### src/rtl/arb_pkg.sv
// Shared definitions for the N-way arbiter.
//   ARB_RR / ARB_FIXED : policy selector values for the RR parameter
//   arb_state_e        : arbiter state (no holder / holder present)
//   arb_width()        : index/counter width helper, never narrower than 1 bit
package arb_pkg;

    localparam int ARB_FIXED = 0;
    localparam int ARB_RR    = 1;

    typedef enum logic {
        IDLE = 1'b0,
        BUSY = 1'b1
    } arb_state_e;

    // Bits needed to hold values 0..n-1, with a floor of one bit so that
    // degenerate sizes (n=1) still produce a legal vector.
    function automatic int arb_width(input int n);
        return (n <= 2) ? 1 : $clog2(n);
    endfunction

endpackage

### src/rtl/arb_pick.sv
// Combinational masked priority picker.
//   req_i    : request vector
//   mask_i   : requesters excluded from this pick (bit set = excluded)
//   start_i  : index scanned first; the scan wraps from N-1 back to 0
//   onehot_o : one-hot winner, zero when nothing eligible
//   idx_o    : winner index, zero when nothing eligible
//   found_o  : an eligible requester exists
module arb_pick
    import arb_pkg::*;
#(
    parameter int N  = 4,
    parameter int IW = arb_width(N)
) (
    input  logic [N-1:0]  req_i,
    input  logic [N-1:0]  mask_i,
    input  logic [IW-1:0] start_i,
    output logic [N-1:0]  onehot_o,
    output logic [IW-1:0] idx_o,
    output logic          found_o
);

    logic [N-1:0] eligible;
    logic [N-1:0] one;

    assign eligible = req_i & ~mask_i;
    assign one      = N'(1);

    // First eligible requester at or after start_i, in circular order.
    always_comb begin
        found_o = 1'b0;
        idx_o   = '0;
        for (int k = 0; k < N; k++) begin
            if (!found_o && eligible[(int'(start_i) + k) % N]) begin
                found_o = 1'b1;
                idx_o   = IW'((int'(start_i) + k) % N);
            end
        end
    end

    assign onehot_o = found_o ? (one << idx_o) : '0;

endmodule

### src/rtl/rr_arbiter.sv
// N-way arbiter with round-robin or fixed-priority policy, grant locking
// while the holder keeps requesting, and a bounded hold time that forces a
// hand-over when others are waiting.
//   i_clk    : clock, rising edge
//   i_rst    : asynchronous active-high reset
//   i_req    : level-sensitive requests, one per requester
//   o_gnt    : registered one-hot grant (or all-zero)
//   o_gnt_id : index of the current holder, 0 when nothing granted
//   o_valid  : any grant asserted
module rr_arbiter
    import arb_pkg::*;
#(
    parameter int N        = 4,
    parameter int RR       = 1,
    parameter int MAX_HOLD = 8
) (
    input  logic                    i_clk,
    input  logic                    i_rst,
    input  logic [N-1:0]            i_req,
    output logic [N-1:0]            o_gnt,
    output logic [arb_width(N)-1:0] o_gnt_id,
    output logic                    o_valid
);

    localparam int             IW       = arb_width(N);
    localparam int             CW       = arb_width(MAX_HOLD + 1);
    localparam logic [CW-1:0]  HOLD_LIM = CW'(MAX_HOLD);
    localparam logic [CW-1:0]  CNT_ONE  = CW'(1);
    localparam logic [IW-1:0]  LAST_IDX = IW'(N - 1);
    localparam bit             LIMITED  = (MAX_HOLD > 0);
    localparam bit             USE_RR   = (RR == ARB_RR);

    arb_state_e     state_q, state_d;
    logic [N-1:0]   gnt_q,   gnt_d;
    logic [IW-1:0]  id_q,    id_d;
    logic [IW-1:0]  ptr_q,   ptr_d;
    logic [CW-1:0]  cnt_q,   cnt_d;
    logic           valid_q, valid_d;

    logic           holder_req;
    logic           others_req;
    logic           hold_full;
    logic           force_ho;
    logic           keep;
    logic [N-1:0]   pick_mask;
    logic [IW-1:0]  pick_start;
    logic [N-1:0]   pick_onehot;
    logic [IW-1:0]  pick_idx;
    logic           pick_found;

    // gnt_q doubles as the holder's one-hot mask; it is zero when idle.
    assign holder_req = |(i_req & gnt_q);
    assign others_req = |(i_req & ~gnt_q);
    assign hold_full  = LIMITED && (cnt_q == HOLD_LIM);
    assign force_ho   = (state_q == BUSY) && holder_req && hold_full && others_req;
    assign keep       = (state_q == BUSY) && holder_req && !force_ho;

    // The holder is only excluded on a forced hand-over; on a release its
    // request bit is already low.
    assign pick_mask  = force_ho ? gnt_q : '0;
    assign pick_start = USE_RR ? ptr_q : '0;

    arb_pick #(
        .N  (N),
        .IW (IW)
    ) u_pick (
        .req_i    (i_req),
        .mask_i   (pick_mask),
        .start_i  (pick_start),
        .onehot_o (pick_onehot),
        .idx_o    (pick_idx),
        .found_o  (pick_found)
    );

    always_comb begin
        state_d = state_q;
        gnt_d   = gnt_q;
        id_d    = id_q;
        ptr_d   = ptr_q;
        cnt_d   = cnt_q;
        if (keep) begin
            // Alone at the limit: restart the window instead of wrapping.
            if (hold_full) begin
                cnt_d = CNT_ONE;
            end else if (cnt_q != '1) begin
                cnt_d = cnt_q + CNT_ONE;
            end
        end else if (pick_found) begin
            state_d = BUSY;
            gnt_d   = pick_onehot;
            id_d    = pick_idx;
            cnt_d   = CNT_ONE;
            if (USE_RR) begin
                ptr_d = (pick_idx == LAST_IDX) ? '0 : pick_idx + IW'(1);
            end
        end else begin
            state_d = IDLE;
            gnt_d   = '0;
            id_d    = '0;
            cnt_d   = '0;
        end
        valid_d = |gnt_d;
    end

    always_ff @(posedge i_clk or posedge i_rst) begin
        if (i_rst) begin
            state_q <= IDLE;
            gnt_q   <= '0;
            id_q    <= '0;
            ptr_q   <= '0;
            cnt_q   <= '0;
            valid_q <= 1'b0;
        end else begin
            state_q <= state_d;
            gnt_q   <= gnt_d;
            id_q    <= id_d;
            ptr_q   <= ptr_d;
            cnt_q   <= cnt_d;
            valid_q <= valid_d;
        end
    end

    assign o_gnt    = gnt_q;
    assign o_gnt_id = id_q;
    assign o_valid  = valid_q;

endmodule

### config.mk
export PLATFORM = sky130hd
export DESIGN_NAME = rr_arbiter
export DESIGN_NICKNAME = d
export VERILOG_FILES = /design/src/rtl/arb_pkg.sv /design/src/rtl/arb_pick.sv /design/src/rtl/rr_arbiter.sv
export SDC_FILE = /design/constraint.sdc
export NUM_CORES = 1
export LEC_CHECK = 0
export CAP_MARGIN = 25
export CORE_MARGIN = 10
export CORE_UTILIZATION = 54
export CTS_CLUSTER_SIZE = 14
export DETAILED_ROUTE_END_ITERATION = 10
export PLACE_DENSITY = 0.78
export SYNTH_ARGS = -nofsm -noshare
export SYNTH_HDL_FRONTEND = slang
export SYNTH_HIERARCHICAL = 1
export SYNTH_SLANG_ARGS = --single-unit
export TNS_END_PERCENT = 50
### constraint.sdc
create_clock -name i_clk -period 2.86 [get_ports i_clk]
set_input_delay 0.429 -clock i_clk [delete_from_list [all_inputs] [get_ports i_clk]]
set_output_delay 0.429 -clock i_clk [all_outputs]
set_load 0.005 [all_outputs]
==> flow_summary.yaml, run 1 <==
logic_synthesis:
  synth_edf_count: 0
  synth.cell_area_mm2: 0.00102
  syn_area_per_cell_um2: 9.21
  yosys_warnings: 6
  ys_seq_area_share_pct: 34.3
  synth.top_cells.by_count: "14 x dfrtp_1, 11 x inv_1, 9 x nand2b_1"
  ys_types: 38
  ys.flop_type: "dfrtp_1"
  synth_most_common_cell: "dfrtp_1"
  ys_top_cells_by_area: "dfrtp_1 34%, mux2i_1 5.9%, nand2b_1 5.5%, inv_1 4.0%, ha_1 3.7%"
  synth_fp_nets: 120
  async_reset_ff_share_pct: 100
  synth_top_area_cell: "dfrtp_1"
  yosys_register_bits: 14
  synth.top_cell.area_share_pct: 34.3
  synth_cells: 111
pwr:
  p_sw_share_pct: 39.7
  powerDensity_mw_per_mm2: 847
  switchingPower_mw: 0.431
  seq_power_share_pct: 32.9
  power.share.clock_pct: 12.8
  intPower_mw: 0.656
  comb_power_share_pct: 54.3
  ir_drop_v: 0.000656
  p_leak_nw: 0.579
final_layout:
  final_nets: 146
  fin_cells: 161
  fill_cells: 148
  diodes: 0
  drive_gt1_share_pct: 18.4
  area_growth_pct: 25.6
  utilization_pct: 72.8
setup_path:
  required_ns: 3.02
  cp-start-kind: "input pin"
  crit_fanout: 5
  setup.worst_path.class: "in2reg"
  r2r_cells: 10
  cp-end-kind: "register"
  crit_slowest_cell: "clkdlybuf4s50_1"
  r2r_slack_ns: 0.25
  regToRegEndpoint: "pick_start[1]"
  crit_cells: 9
  critical_path.startpoint: "i_req[2]"
  crit_end: "pick_start[1]"
  slowest_delay_ns: 0.51
  r2r_start: "cnt_q[0]"
  path_cells: "clkdlybuf4s50_1 > nand2b_1 > a41o_1 > nor3_1 > nor2b_1 > a211o_1 > a31oi_1 > ha_1 > mux2_1"
  cp_num_buf_inv: 1
  arrival_ns: 2.78
  crit_family: "compound AO/OA/AOI/OAI gates"
clock_network:
  clockBufferDepth: 2
  cts_made_buffers: 3
  root_buffer: "clkbuf_4"
  insertion_delay_ns: 0.28
  clkTransAtPathRegs_ns: 0.09
  post_cts_buffers: 0
  numClockSinks: 14
  cts_tree: "built"
  cts_max_level: 1
sta:
  setup-violations-final: 0
  hold_viol_final: 0
  clock.fmax_mhz: 382
  hold_slack_ns: 0.471
  maxSlewViolCount: 0
  rsz0062_at_grt: "no"
  period_needed_ns: 2.62
  clock_skew_ns: 0.00998
  tns_ns: 0
  min_period_over_period_pct: 91.5
  max_slew.worst_pin.slew_ns: 0.519
  timing.slew.headroom_pct: 65.4
route:
  drc: 0
  antenna_left: 0
  highest_layer: "met4"
  routed_wirelength_mm: 2.34
  drtIter0Drc: 29
  wl_met3_um: 174
  wl_met1_um: 988
  vias: 931
  wl_met2_mm: 1.16
  first_pass_iters: 4
  vias_per_cell: 5.78
  wl_per_cell_um: 14.5
global_route:
  grt_pass1_wl_mm: 4.04
  grt_pass1_vias: 914
  grtUsageTotal_pct: 11.9
  grt_remaining_overflow: 0
  antenna_found_initial: 0
  grt_max_degree: 15
status:
  outcome: "complete, no violations"
floorplanning:
  core_mm2: 0.00176
  die_w_um: 63.5
  rows: 15
  initial_core_util_pct: 57.9
  io_pins: 13
  die_area_mm2: 0.00403
  dieHeight_um: 63.5
place:
  dpl.hpwl_mm: 1.87
  io_buffers: 12
  dp.cells: 157
  gp_congestion: 0.997
worst_hold_path:
  hold_class: "in2async"
job:
  maxCapViolations: 0
-- kinds of logic after synthesis --
family,after synthesis,share of synthesized area [%]
mux,8,8.08
compound gates,27,22.0
buf+inv,15,6.85
flops,14,34.3
fa+ha+maj,3,3.67
xor+xnor,1,0.857
simple gates,43,24.2
-- sequential cells by signal, indices dropped and copies added (netlist names) --
name,count
state_q,1
o_gnt,4
cnt_q,4
pick_start,2
o_gnt_id,2
o_valid,1
-- cells in the final DEF (no fill, tap or decap), drive strengths merged, types with 2 or more instances in the layout --
| master | count |
|---|---|
| a211oi | 3 |
| a21oi | 4 |
| a22o | 2 |
| a31oi | 3 |
| buf | 13 |
| clkbuf | 4 |
| clkdlybuf4s50 | 12 |
| dfrtp | 14 |
| ha | 3 |
| inv | 11 |
| mux2 | 2 |
| mux2i | 6 |
| nand2 | 8 |
| nand2b | 9 |
| nand3 | 5 |
| nand4 | 2 |
| nor2 | 7 |
| nor2b | 3 |
| nor3 | 5 |
| o211ai | 2 |
| o21ai | 6 |
| or3b | 2 |
-- power by group through the flow --
stage	combinational (mW)	sequential (mW)	clock, mW
CTS	0.593	0.357	0.143
global placement	0.575	0.356	0
floorplan	0.394	0.334	0
global route	0.656	0.371	0.151
detailed placement	0.589	0.360	0
finish	0.590	0.358	0.139
-- metrics by stage --
| stage | total power, mW | cell area [um2] | setup slack, ns |
|---|---|---|---|
| floorplan | 0.728 | 1020 | 0.429 |
| global placement | 0.931 | 1240 | 0.0232 |
| detailed placement | 0.948 | 1240 | -0.0831 |
| CTS | 1.09 | 1280 | 0.187 |
| global route | 1.18 | 1280 | 0.0259 |
| finish | 1.09 | 1280 | 0.242 |
-- how the worst min path moves through the flow --
stage | to | slack, ns | depth (start not counted)
floorplan | cnt_q[0] | 0.32 | 1
global placement | o_gnt_id[0] | 0.51 | 2
detailed placement | o_gnt_id[1] | 0.51 | 2
CTS | o_gnt_id[0] | 0.48 | 2
global route | o_gnt_id[0] | 0.51 | 2
finish | o_gnt_id[0] | 0.47 | 2
-- cell type report --
cell class	count	area, um2	area share (%)
inverter	11	41.3	3.22
tap	25	31.3	2.44
sequential	14	350	27.3
timing repair buffer	25	218	17.0
clock buffer	4	36.3	2.83
multi-input combinational	82	607	47.3
-- routing by layer --
| metal | track usage (%) | vias up |
|---|---|---|
| li1 | - | 451 |
| met1 | 14.2 | 443 |
| met2 | 19.3 | 35 |
| met3 | 4.24 | 2 |
| met4 | 3.28 | 0 |
| met5 | 0 | - |
-- what timing repair did --
action                                  CTS  global route
resized for setup                         0             1
hold buffers                              0             0
endpoints found under the setup margin    0             2
No activity file was read; power rests on OpenSTA's default activity.
==> inputs of run 2 (changes only) <==
--- a/config.mk
+++ b/config.mk
@@ -6,11 +6,12 @@
 export NUM_CORES = 1
 export LEC_CHECK = 0
 export CAP_MARGIN = 25
-export CORE_MARGIN = 10
+export CORE_MARGIN = 3
 export CORE_UTILIZATION = 54
 export CTS_CLUSTER_SIZE = 14
 export DETAILED_ROUTE_END_ITERATION = 10
 export PLACE_DENSITY = 0.78
+export SLEW_MARGIN = 0
 export SYNTH_ARGS = -nofsm -noshare
 export SYNTH_HDL_FRONTEND = slang
 export SYNTH_HIERARCHICAL = 1
==> run 2 against run 1 <==
  * Combinational power grew 1%
  * Sequential power about the same
  * Worst hold slack worse by 0.012 ns
  * Cell count grew 0.62%
  * Wire length fell by 1.5%
  * Clock-buffer cell count unchanged
  * Clock power is 3% higher
  * Register-to-register slack worse by 0.06 ns
  * Non-clock buffer count grew 1
  * Total power up 1.2%
  * Setup slack got worse by 0.056 ns
  * Final area increased by 0.19%
  * Largest power group unchanged
==> flow_summary.yaml, run 2 (synthesis gave the netlist of run 1 again) <==
pwr:
  p_leak_nw: 0.583
  fin_total_pwr_mw: 1.10
  ir_drop_v: 0.000581
  powerDensity_mw_per_mm2: 855
setup_path:
  r2r_start: "cnt_q[0]"
  cp-start-kind: "register"
  cpMostUsedCell: "ha_1"
  cp-end-kind: "register"
  cp_num_buf_inv: 2
  arrival_ns: 2.84
  regToRegEndpoint: "pick_start[1]"
  required_ns: 3.02
  slowest_delay_ns: 0.42
  crit_slowest_cell: "dfrtp_1"
  critical_path.startpoint: "cnt_q[0]"
  r2r_slack_ns: 0.19
  crit_fanout: 7
  crit_end: "pick_start[1]"
  setup.worst_path.class: "reg2reg"
  path_cells: "inv_1 > ha_1 > nand3b_4 > a41o_1 > buf_4 > nor3_1 > nand2b_1 > a22oi_1 > ha_1 > mux2_1"
  crit_family: "simple AND/OR/NAND/NOR gates"
  r2r_cells: 10
  crit_cells: 10
clock_network:
  numClockSinks: 14
  cts_made_buffers: 3
  cts_tree: "built"
  insertion_delay_ns: 0.28
  root_buffer: "clkbuf_4"
  cts_max_level: 1
  cts_resized: 0
  hold_buffers: 0
  clkTransAtPathRegs_ns: 0.09
  clockBufferDepth: 2
  post_cts_buffers: 0
sta:
  clock.fmax_mhz: 374
  period_needed_ns: 2.67
  rsz0062_at_grt: "no"
  clock_skew_ns: 0.00738
  max_slew.worst_pin.slew_ns: 0.504
  hold_slack_ns: 0.459
  min_period_over_period_pct: 93.5
  timing.slew.headroom_pct: 66.4
  hold_viol_final: 0
  maxSlewViolCount: 0
  setup-violations-final: 0
global_route:
  grt_remaining_overflow: 0
  grt_max_degree: 15
  grtUsageTotal_pct: 21.1
  antenna_found_initial: 0
  grt_pass1_wl_mm: 4.02
  grt_pass1_vias: 913
place:
  gp_congestion: 0.925
  dpl.hpwl_mm: 1.81
  io_buffers: 12
  place_area_mm2: 0.00125
floorplanning:
  dieHeight_um: 49.5
  die_w_um: 49.5
  initial_core_util_pct: 57.9
  die_area_mm2: 0.00245
  rows: 15
  core_mm2: 0.00176
  io_pins: 13
route:
  first_pass_iters: 4
  wl_per_cell_um: 14.2
  vias_per_cell: 5.76
  drc: 0
  vias: 933
  antenna_left: 0
  routed_wirelength_mm: 2.31
  drtIter0Drc: 38
final_layout:
  drive_gt1_share_pct: 18.2
  finalInstanceArea_mm2: 0.00129
  area_growth_pct: 25.8
  final_nets: 147
  fill_cells: 135
  layout_common_cells: "14 x dfrtp_1, 14 x buf_4, 12 x clkdlybuf4s50_1, 11 x inv_1, 9 x nand2b_1"
  diodes: 0
job:
  maxCapViolations: 0
status:
  outcome: "complete, no violations"
worst_hold_path:
  hold_class: "in2async"
==> run 2: cell type report <==
class / instances / area, um2 / area share [%]
clock buffers: 4 / 36.3 / 2.82
inverters: 11 / 41.3 / 3.21
multi-input cells: 82 / 602 / 46.8
flip-flops and latches: 14 / 350 / 27.2
well taps: 25 / 31.3 / 2.43
repair buffers: 26 / 225 / 17.5
==> run 2: worst min path at each step <==
stage	startpoint	end	slack (ns)	cells after the start
after floorplan	i_rst	cnt_q[0]	0.32	1
after global placement	o_gnt_id[0]	o_gnt_id[0]	0.51	2
after detailed placement	o_gnt_id[0]	o_gnt_id[0]	0.51	2
after CTS	i_rst	cnt_q[1]	0.49	2
after global routing	i_rst	cnt_q[2]	0.52	2
final	i_rst	cnt_q[2]	0.46	2
==> run 2: per-stage QoR <==
stage          instances  util (%)  setup slack [ns]  setup TNS, ns
6_report             162      72.9             0.185              0
2_1_floorplan        111         -             0.429              0
3_5_place_dp         158      70.9           -0.0475        -0.0475
3_3_place_gp         158      70.9            0.0702              0
4_1_cts              162      72.9             0.198              0
5_1_grt              162      72.9            0.0403              0
==> run 2: layer usage <==
layer	vias to the layer above	global-route usage (%)	wire, um
met4	0	5.53	10
met1	437	27.7	1040
met5	-	0	0
met2	44	35.9	1120
li1	450	-	-
met3	2	3.63	140
==> run 2: power by group <==
part	internal, mW	switching [mW]	leakage [nW]
clock	0.0775	0.0652	0.0210
combinational	0.310	0.286	0.392
sequential	0.274	0.0876	0.171
total	0.661	0.439	0.583
==> run 2: worst reg2reg max path, delay by kind of cell (launching register included) <==
family / cells / cell delay, ns
compound gates: 2 / 0.44
mux: 1 / 0.28
fa+ha+maj: 2 / 0.51
buf+inv: 2 / 0.26
simple gates: 3 / 0.65
flops: 1 / 0.42
==> inputs of run 3 (changes only) <==
--- a/config.mk
+++ b/config.mk
@@ -5,8 +5,8 @@
 export SDC_FILE = /design/constraint.sdc
 export NUM_CORES = 1
 export LEC_CHECK = 0
+export ABC_AREA = 0
 export CAP_MARGIN = 25
-export CORE_MARGIN = 3
 export CORE_UTILIZATION = 54
 export CTS_CLUSTER_SIZE = 14
 export DETAILED_ROUTE_END_ITERATION = 10
==> run 3 against run 2 <==
  * Register-to-register slack improved by 0.05 ns
  * Clock-buffer cell count decreased by 1
  * Via count decreased by 0.43%
  * Total power decreased by 2.3%
  * Combinational power increased by 1%
  * Clock skew about the same
  * Clock power decreased by 24%
  * Cell count unchanged
  * Flip-flop and latch count unchanged
  * Global-route usage increased by 4.9 points
  * Final area decreased by 0.49%
  * Die area decreased by 16%
==> flow_summary.yaml, run 3 (synthesis gave the netlist of run 1 again) <==
status:
  outcome: "complete, no violations"
sta:
  rsz0062_at_grt: "no"
  max_slew.worst_pin.slew_ns: 0.520
  setup-violations-final: 0
  tns_ns: 0
  min_period_over_period_pct: 91.9
  hold_viol_final: 0
  timing.slew.headroom_pct: 65.3
  clock_skew_ns: 0.00735
  maxSlewViolCount: 0
  period_needed_ns: 2.63
  clock.fmax_mhz: 381
setup_path:
  path_cells: "inv_1 > ha_1 > nand3b_4 > a41o_1 > nor3_1 > nor2b_1 > a211o_1 > a31oi_1 > ha_1 > mux2_1"
  r2r_start: "cnt_q[0]"
  required_ns: 3.01
  crit_fanout: 5
  slowest_delay_ns: 0.42
  cpMostUsedCell: "ha_1"
  cp-start-kind: "register"
  cp-end-kind: "register"
  r2r_slack_ns: 0.23
  r2r_cells: 10
  crit_slowest_cell: "dfrtp_1"
  setup.worst_path.class: "reg2reg"
  critical_path.startpoint: "cnt_q[0]"
  arrival_ns: 2.78
route:
  vias: 929
  vias_per_cell: 5.73
  first_pass_iters: 5
  routed_wirelength_mm: 2.30
  wl_per_cell_um: 14.2
  antenna_left: 0
  drc: 0
  drtIter0Drc: 45
final_layout:
  finalInstanceArea_mm2: 0.00128
  fill_cells: 144
  layout_common_cells: "15 x buf_4, 14 x dfrtp_1, 12 x clkdlybuf4s50_1, 11 x inv_1, 9 x nand2b_1"
  diodes: 0
  final_nets: 148
  layout_commonest_cell: "buf_4"
  drive_gt1_share_pct: 18.2
  area_growth_pct: 25.2
clock_network:
  cts_max_level: 1
  post_cts_buffers: 0
  numClockSinks: 14
  root_buffer: "clkbuf_4"
  clkTransAtPathRegs_ns: 0.08
  cts_tree: "built"
  hold_buffers: 0
  insertion_delay_ns: 0.27
  cts_resized: 0
  cts_made_buffers: 3
  clockBufferDepth: 2
floorplanning:
  die_area_mm2: 0.00207
  dieHeight_um: 45.5
  rows: 15
  io_pins: 13
  die_w_um: 45.5
  core_mm2: 0.00175
  initial_core_util_pct: 58.6
worst_hold_path:
  hold_class: "in2async"
place:
  place_area_mm2: 0.00126
  gp_congestion: 0.876
  dpl.hpwl_mm: 1.84
  io_buffers: 12
global_route:
  antenna_found_initial: 0
  grtUsageTotal_pct: 26.1
  grt_remaining_overflow: 0
  grt_pass1_wl_mm: 3.80
  grt_max_degree: 15
  grt_pass1_vias: 867
pwr:
  powerDensity_mw_per_mm2: 840
  ir_drop_v: 0.000733
  p_leak_nw: 0.581
job:
  maxCapViolations: 0
-- run 3: cell types whose count changed in the layout (fill, tap and decap cells not counted), sizes merged --
| cell | delta |
|---|---|
| buf | +1 |
| clkbuf | -1 |
-- run 3: power breakdown --
| part | switching (mW) | internal (mW) | total [mW] |
|---|---|---|---|
| logic | 0.287 | 0.317 | 0.604 |
| registers | 0.0892 | 0.274 | 0.363 |
| clock network | 0.0591 | 0.0487 | 0.108 |
| total | 0.436 | 0.639 | 1.07 |
-- run 3: cell type report --
cell class	count	area (um2)	share of cell area [%]
clock buffers	3	22.5	1.76
inverters	11	41.3	3.23
multi-input cells	82	602	47.0
flip-flops and latches	14	350	27.4
well taps	25	31.3	2.44
repair buffers	27	233	18.2
-- run 3: stage by stage --
step	hold WS, ns	setup WS [ns]	total power, mW	utilization, %	cells
6_report	0.484	0.233	1.07	73.3	162
5_1_grt	0.547	0.0580	1.16	73.3	162
3_3_place_gp	0.511	0.0289	0.939	72.0	159
2_1_floorplan	0.318	0.429	0.728	-	111
3_5_place_dp	0.528	0.00418	0.965	72.0	159
4_1_cts	0.515	0.234	1.08	73.3	162
-- run 3: metal layers --
layer  vias to the layer above  routed length, um  track usage (%)
li1                        458                  -                -
met1                       431               1010             34.6
met2                        36               1120             43.7
met3                         4                145             5.16
met4                         0                 29             5.45
met5                         -                  0                0
-- run 3: worst paths after layout --
kind | end
min | o_gnt_id[0]
max | pick_start[1]
min reg2reg | o_gnt_id[0]
max in group asynchronous | o_gnt[2]
min in group i_clk | o_gnt_id[0]
max reg2reg | pick_start[1]
-- run 3: critical path, delay by kind of cell, from the launching register on --
kind / cells / cell delay, ns
compound gates: 3 / 0.79
fa+ha+maj: 2 / 0.46
simple gates: 3 / 0.46
flops: 1 / 0.42
mux: 1 / 0.27
buf+inv: 1 / 0.11
